### config.mk
export PLATFORM = sky130hd
export DESIGN_NAME = bm_sop_window_accum
export DESIGN_NICKNAME = d
export VERILOG_FILES = /design/src/rtl/bm_sop_window_accum_pkg.sv /design/src/rtl/bm_sat_add.sv /design/src/rtl/bm_sop_window_accum.sv
export SDC_FILE = /design/constraint.sdc
export NUM_CORES = 1
export LEC_CHECK = 0
export ABC_CLOCK_PERIOD_IN_PS = 8900
export BUFFER_PORTS_ARGS = -buffer_cell sky130_fd_sc_hd__buf_2
export CAP_MARGIN = 10
export CELL_PAD_IN_SITES_DETAIL_PLACEMENT = 1
export CELL_PAD_IN_SITES_GLOBAL_PLACEMENT = 2
export CORE_UTILIZATION = 38
export DETAILED_ROUTE_END_ITERATION = 10
export PLACE_DENSITY_LB_ADDON = 0.1
export SLEW_MARGIN = 15
export SYNTH_ARGS = -nofsm -noshare
export SYNTH_HDL_FRONTEND = slang
export SYNTH_SLANG_ARGS = --single-unit
### constraint.sdc
create_clock -name clock -period 8.9 [get_ports clock]
set_input_delay 1.78 -clock clock [delete_from_list [all_inputs] [get_ports clock]]
set_output_delay 1.78 -clock clock [all_outputs]
set_load 0.02 [all_outputs]
### src/rtl/bm_sop_window_accum_pkg.sv
// Shared widths, window length and state encoding for the sum-of-products
// window accumulator and its bench.
package bm_sop_window_accum_pkg;

  localparam int IN_W_DEF  = 18;
  localparam int ACC_W_DEF = 20;
  localparam int COUNT_DEF = 8;
  localparam int CNT_W_DEF = 4;

  typedef enum logic {
    IDLE  = 1'b0,
    ACCUM = 1'b1
  } state_e;

endpackage

### src/rtl/bm_sat_add.sv
// Unsigned saturating adder: widens an IN_W sample onto an ACC_W running sum
// and clamps to all-ones when the carry out of ACC_W bits is set.
module bm_sat_add
  import bm_sop_window_accum_pkg::*;
#(
  parameter int IN_W  = IN_W_DEF,
  parameter int ACC_W = ACC_W_DEF
) (
  input  logic [ACC_W-1:0] a,
  input  logic [IN_W-1:0]  b,
  output logic [ACC_W-1:0] sum,
  output logic             sat
);

  logic [ACC_W:0] wide;

  assign wide = {1'b0, a} + {{(ACC_W + 1 - IN_W){1'b0}}, b};
  assign sat  = wide[ACC_W];
  assign sum  = sat ? {ACC_W{1'b1}} : wide[ACC_W-1:0];

endmodule

### src/rtl/bm_sop_window_accum.sv
// Accumulates COUNT upstream sum-of-products results (or fewer on flush) into a
// saturating window sum and presents each window on a registered valid/ready port.
module bm_sop_window_accum
  import bm_sop_window_accum_pkg::*;
#(
  parameter int IN_W  = IN_W_DEF,
  parameter int ACC_W = ACC_W_DEF,
  parameter int COUNT = COUNT_DEF,
  parameter int CNT_W = CNT_W_DEF
) (
  input  logic             clock,
  input  logic             reset_n,
  input  logic             in_valid,
  input  logic [IN_W-1:0]  in_data,
  output logic             in_ready,
  input  logic             flush,
  output logic             out_valid,
  input  logic             out_ready,
  output logic [ACC_W-1:0] out_data,
  output logic [CNT_W-1:0] out_count,
  output logic             out_ovf,
  output logic             busy
);

  state_e           state_q;
  logic [ACC_W-1:0] acc_q;
  logic [CNT_W-1:0] cnt_q;
  logic             ovf_q;
  logic             outValid_q;
  logic [ACC_W-1:0] outData_q;
  logic [CNT_W-1:0] outCount_q;
  logic             outOvf_q;

  logic             accept;
  logic             stall;
  logic             lastSlot;
  logic             flushEff;
  logic             closeWin;
  logic [IN_W-1:0]  addIn;
  logic [ACC_W-1:0] sum_d;
  logic             sat_d;
  logic [CNT_W-1:0] cntInc_d;

  // A stalled output can only block the cycle that would close a window,
  // so in_ready never depends on in_valid.
  assign stall    = outValid_q & ~out_ready;
  assign lastSlot = (cnt_q == CNT_W'(COUNT - 1));
  assign in_ready = ~(stall & (lastSlot | flush));
  assign accept   = in_valid & in_ready;
  assign flushEff = flush & ~stall;
  assign closeWin = (accept & lastSlot) | (flushEff & ((cnt_q != '0) | accept));

  assign addIn    = accept ? in_data : '0;
  assign cntInc_d = cnt_q + CNT_W'(accept);

  bm_sat_add #(
    .IN_W (IN_W),
    .ACC_W(ACC_W)
  ) u_sat_add (
    .a  (acc_q),
    .b  (addIn),
    .sum(sum_d),
    .sat(sat_d)
  );

  always_ff @(posedge clock or negedge reset_n) begin
    if (!reset_n) begin
      state_q    <= IDLE;
      acc_q      <= '0;
      cnt_q      <= '0;
      ovf_q      <= 1'b0;
      outValid_q <= 1'b0;
      outData_q  <= '0;
      outCount_q <= '0;
      outOvf_q   <= 1'b0;
    end else begin
      if (closeWin) begin
        state_q <= IDLE;
        acc_q   <= '0;
        cnt_q   <= '0;
        ovf_q   <= 1'b0;
      end else if (accept) begin
        state_q <= ACCUM;
        acc_q   <= sum_d;
        cnt_q   <= cntInc_d;
        ovf_q   <= ovf_q | sat_d;
      end

      // A drain and a new close in the same cycle reload the output directly.
      if (closeWin) begin
        outValid_q <= 1'b1;
        outData_q  <= sum_d;
        outCount_q <= cntInc_d;
        outOvf_q   <= ovf_q | sat_d;
      end else if (out_ready) begin
        outValid_q <= 1'b0;
      end
    end
  end

  assign out_valid = outValid_q;
  assign out_data  = outData_q;
  assign out_count = outCount_q;
  assign out_ovf   = outOvf_q;
  assign busy      = (state_q == ACCUM);

endmodule

Word level (Yosys, flattened, before mapping)
Cells that the tools add are included.
Widths: inputs -> output; s select.
{"block": "word_totals", "input_bits": 23, "memories": 0, "latchBits": 0, "ramBits": 0, "reg_bits": 52, "romBits": 0, "wordCells": 39, "out_inout_bits": 28}
{"block": "classes", "add_sub_neg": 2, "mux": 12, "bitwise": 13, "n_reduce_logical": 3, "mul": 0, "div": 0, "n_shift": 0, "order_cmp": 0, "n_eq_ne": 1}
{"operator": "$mux 20", "count": 3}
{"operator": "$add 20x18->21", "count": 1}
{"operator": "$mux 18", "count": 1}
{"operator": "$mux 4", "count": 2}
{"operator": "$and 1x1->1", "count": 6}
{"operator": "$mux 1", "count": 6}
{"operator": "$add 4x1->4", "count": 1}
{"operator": "$eq 4x3->1 const B", "count": 1}
{"operator": "$or 1x1->1", "count": 4}
{"operator": "$reduce_bool 2->1", "count": 2}
{"operator": "$reduce_bool 4->1", "count": 1}
{"operator": "$not 1->1", "count": 3}

Longest topological paths before layout
{"block": "depth", "ltp_word": 10, "depth_mapped": 14}

Cells and area by module
A second synthesis with hierarchy kept.
{"block": "hier_totals", "hier_cells": 322, "area_unflattened_um2": 3459.6}
{"mod": "bm_sop_window_accum", "n_inst": 1, "cells_per_inst": 165, "seq_area_each_um2": 1301.2, "area_each_um2": 2278.4}
{"mod": "bm_sat_add", "n_inst": 1, "cells_per_inst": 157, "seq_area_each_um2": 0.0, "area_each_um2": 1181.1}

Worst setup path after synthesis
Ideal clock, no wire load.
{"block": "synth_path", "path_kind": "in2reg", "start": "in out_ready", "end": "reg acc_q[2]", "setup_slack_ns": 4.288, "n_path_buf": 2, "stages": 13, "setup_time_ns": 0.145, "required_ns": 8.755, "arrival_ns": 4.467, "cell_sequence": "nor2b_1 o21ai_0 clkbuf_1 and3_1 ha_1 fa_1 a21o_1 a221oi_2 nand4b_4 a21oi_4 buf_6 nor3_2 a211oi_2"}
{"block": "synth_between", "elab_chain_len": 10, "word_cells_on_any_way": 17, "cone_classes": "1 x add/sub; 4 x mux; 11 x bitwise; 1 x reduce/logical"}
{"element": "start, declared", "line_no": "bm_sop_window_accum.sv:18", "source": "input logic out_ready,"}
{"element": "$not 1->1 (*)", "line_no": "bm_sop_window_accum.sv:46", "source": "assign stall = outValid_q & ~out_ready;"}
{"element": "$and 1x1->1 (*)", "line_no": "bm_sop_window_accum.sv:46"}
{"element": "$and 1x1->1 (*)", "line_no": "bm_sop_window_accum.sv:48", "source": "assign in_ready = ~(stall & (lastSlot | flush));"}
{"element": "$not 1->1 (*)", "line_no": "bm_sop_window_accum.sv:48"}
{"element": "named net in_ready", "line_no": "bm_sop_window_accum.sv:15", "source": "output logic in_ready,"}
{"element": "$and 1x1->1 (*)", "line_no": "bm_sop_window_accum.sv:49", "source": "assign accept = in_valid & in_ready;"}
{"element": "$mux 18", "line_no": "bm_sop_window_accum.sv:53", "source": "assign addIn = accept ? in_data : '0;"}
{"element": "$add 20x18->21", "line_no": "bm_sat_add.sv:17", "source": "assign wide = {1'b0, a} + {{(ACC_W + 1 - IN_W){1'b0}}, b};"}
{"element": "$mux 20", "line_no": "bm_sat_add.sv:19", "source": "assign sum = sat ? {ACC_W{1'b1}} : wide[ACC_W-1:0];"}
{"element": "$mux 20", "line_no": "bm_sop_window_accum.sv:82", "source": "end else if (accept) begin"}
{"element": "$mux 20", "line_no": "bm_sop_window_accum.sv:77", "source": "if (closeWin) begin"}
{"element": "end signal, assigned", "line_no": "bm_sop_window_accum.sv:84", "source": "acc_q <= sum_d;"}
{"element": "end, declared", "line_no": "bm_sop_window_accum.sv:26", "source": "logic [ACC_W-1:0] acc_q;"}
Mark *: on every way through the listed nets, which the timed path passes. The rest lies on a longest branch. The select of a mux whose other input is x is not followed.
A chain may end at the register's enable or synchronous reset.

Worst setup path in the final report
{"block": "layout_path", "start": "in out_ready", "end": "reg acc_q[5]"}
{"block": "layout_between", "elab_chain_len": 10, "word_cells_on_any_way": 17, "cone_classes": "1 x add/sub; 4 x mux; 11 x bitwise; 1 x reduce/logical"}
{"element": "$not 1->1 (*)", "line_no": "bm_sop_window_accum.sv:46"}
{"element": "$and 1x1->1 (*)", "line_no": "bm_sop_window_accum.sv:46"}
{"element": "$and 1x1->1", "line_no": "bm_sop_window_accum.sv:48"}
{"element": "$not 1->1", "line_no": "bm_sop_window_accum.sv:48"}
{"element": "$and 1x1->1", "line_no": "bm_sop_window_accum.sv:49"}
{"element": "$mux 18", "line_no": "bm_sop_window_accum.sv:53"}
{"element": "$add 20x18->21", "line_no": "bm_sat_add.sv:17"}
{"element": "$mux 20", "line_no": "bm_sat_add.sv:19"}
{"element": "$mux 20", "line_no": "bm_sop_window_accum.sv:82"}
{"element": "$mux 20", "line_no": "bm_sop_window_accum.sv:77"}
Every way passes the cells marked *; elsewhere a longest branch is shown, timed or not. The select of a mux whose other input is x is not followed.

==> impl_metrics.tcl <==
set metrics [dict create \
    slew_headroom_pct 41.76 \
    root_buffer "clkbuf_8" \
    htreeDepth 2 \
    finalCritPeriodShare_pct 53.31 \
    hold_buffers 0 \
    drv_slew 0 \
    rows 34 \
    grt_first_pass_wirelength_mm 15.71 \
    grt-busiest-layer "met2" \
    p_leak_nw 1.746 \
    cts_made_buffers 5 \
    ys_types 56 \
    grt_pass1_vias 3026 \
    async_flop_share_pct 100.0 \
    yosys_most_used_dff "dfrtp_1" \
    yosys.area.top_type_share_pct 38.24 \
    arrival_ps 4910 \
    path_clk_slew_ps 110 \
    ctsLongestPathBuffers 2 \
    p_total_w 0.001373 \
    rsz0062_at_grt "no" \
    cts_resized 0 \
    drtIter0Drc 114 \
    synth_edf_count 0 \
    grt_overflow 0 \
    cts_tree "built" \
    gp_congestion 0.8392 \
    max_clock_freq_mhz 210.8 \
    maxCapViolations 0 \
    worst_pin_slew_ps 873.6 \
    ys_top_cells_by_count "nor2_1 (54), dfrtp_1 (52), a21oi_1 (36), and3_1 (23), ha_1 (20)" \
    portBuffers 50 \
    routed_wirelength_mm 9.128 \
    yosysMostFrequentCell "nor2_1" \
    slowest_delay_ps 420 \
    cts.sinks 52 \
    dieWidth_um 96.64 \
    worstSkewPairLatency_ps 310 \
    dpl-instance-area_mm2 0.003727 \
    critPathKind "in -> reg" \
    area_delta_synth_final_pct 12.90 \
    die_area_mm2 0.009338 \
    cp_slowest_cell "fa_1" \
    synth_area_leaders "dfrtp_1 (38%), ha_1 (7.4%), nor2_1 (6.0%)" \
    postSynthAreaPerCell_um2 9.480 \
    worstPathCellList "buf_2 > nor2b_1 > o21ai_1 > buf_4 > and3_1 > ha_1 > fa_1 > a21o_1 > a221oi_2 > nand4b_4 > a21oi_4 > nor3_1 > a211oi_1" \
    drc 0 \
    use_met1_pct 28.25 \
    nets 443 \
    start_util_pct 39.22 \
    detail_route.first_pass.iterations 4 \
    setup_tns_ps 0 \
    postCtsSetupBuffers 0 \
    min_period_ps 4745 \
    path_max_fanout 21 \
    antenna_found_initial 0 \
    coreArea_mm2 0.008678 \
    grt_max_degree 53 \
    gr-usage-all-layers_pct 20.77 \
    die_h_um 96.64 \
    powerDensity_mw_per_mm2 357.2 \
    diodes 0 \
    post_drt_wl_per_cell_um 17.97 \
    vias 2813 \
    postSynthCellCount 359 \
    cp-start-kind "primary input" \
    finalHoldViolCount 0 \
    holdCritPathClass "reg -> reg" \
    ys_ff_latch 52 \
    use_met2_pct 35.21 \
    dp_hpwl_mm 6.514 \
    yosys_warnings 0 \
    avgViaCountPerCell 5.537 \
    skew_ps 6.345 \
    synth_seq_area_share_pct 38.24 \
    yosysTopAreaCell "dfrtp_1" \
    final_area_mm2 0.003842 \
    ir_worst_vdd_uv 152.6 \
    endpoint_kind "flop" \
    met3_usage_pct 2.746 \
    setup_viol 0 \
    status "complete, no violations" \
    syn_nets 403 \
    fillers 1039 \
    drive_above_1_share_pct 25.50 \
    syn_area_mm2 0.003403 \
    io_pins 51 \
    ant_nets 0 \
    required_ps 9070 \
]
[cell families after synthesis]
kind of cell               synth area share (%)
muxes                                     1.250
and+or+nand+nor                           21.29
AOI/OAI and AO/OA                         22.50
xor gates and xnor gates                  4.890
buffers and inverters                     3.897
DFF                                       38.24
adders and majority gates                 7.941
[sequential cells by signal (all words and copies together), names as in the netlist]
signal	cells
acc_q	20
busy	1
cnt_q	4
out_count	4
out_data	20
out_ovf	1
out_valid	1
ovf_q	1
[area by class of cell]
class	instances	area, um^2	area share, %
clock buffers	5	68.82	1.791
clock inverters	3	46.29	1.205
inverters	7	26.28	0.6838
multi-input cells	278	1977	51.45
flip-flops and latches	52	1301	33.87
well taps	108	135.1	3.517
repair buffers	55	287.8	7.489
[power breakdown]
part	internal, W	switching (W)
Combinational	0.000297	0.000483
Clock	0.0000850	0.0000891
Sequential	0.000347	0.0000718
[metal layers]
| layer | wire length [um] | part of all wire, % |
|---|---|---|
| met4 | 99 | 1.1 |
| met2 | 4360 | 48 |
| met5 | 0 | 0 |
| met3 | 238 | 2.6 |
| met1 | 4429 | 49 |
[worst max-delay path: cells and delay by family]
family | cells | cell delay, ps
buf+inv | 2 | 320
fa+ha+maj | 2 | 640
compound gates | 5 | 1040
simple gates | 4 | 1120
[worst paths after layout]
| kind | from | endpoint | slack [ps] | cells after the start |
|---|---|---|---|---|
| worst max-delay path | out_ready | acc_q[5]$_DFFE_PN0P_ | 4160 | 13 |
| worst min-delay path | busy$_DFFE_PN0P_ | busy$_DFFE_PN0P_ | 510 | 2 |
| worst max register to register | cnt_q[2]$_DFFE_PN0P_ | acc_q[5]$_DFFE_PN0P_ | 5310 | 12 |
| worst min register to register | busy$_DFFE_PN0P_ | busy$_DFFE_PN0P_ | 510 | 2 |
| max in group asynchronous | reset_n | out_data[10]$_DFFE_PN0N_ | 6850 | 2 |
| min in group asynchronous | reset_n | out_data[11]$_DFFE_PN0N_ | 1580 | 2 |
[metrics by stage]
| stage | setup slack (ps) | hold slack, ps | utilization (%) | instances |
|---|---|---|---|---|
| floorplan | 4288 | 480.9 | - | 359 |
| global placement | 3913 | 480.3 | 42.95 | 500 |
| detailed placement | 3846 | 492.4 | 42.95 | 500 |
| CTS | 4159 | 518.7 | 44.28 | 508 |
| global route | 3846 | 551.9 | 44.28 | 508 |
| finish | 4155 | 513.4 | 44.28 | 508 |
[cell usage in the layout (no fill, tap or decap), types with 8 or more instances in the layout]
cell,count
nor2_1,54
nand2_1,18
dfrtp_1,52
o21ai_0,10
a21oi_1,36
a211oi_2,9
nor3_2,9
nand3_1,8
ha_1,20
buf_2,50
xnor2_1,15
and3_1,23
Power figures use the tool's default switching activity.
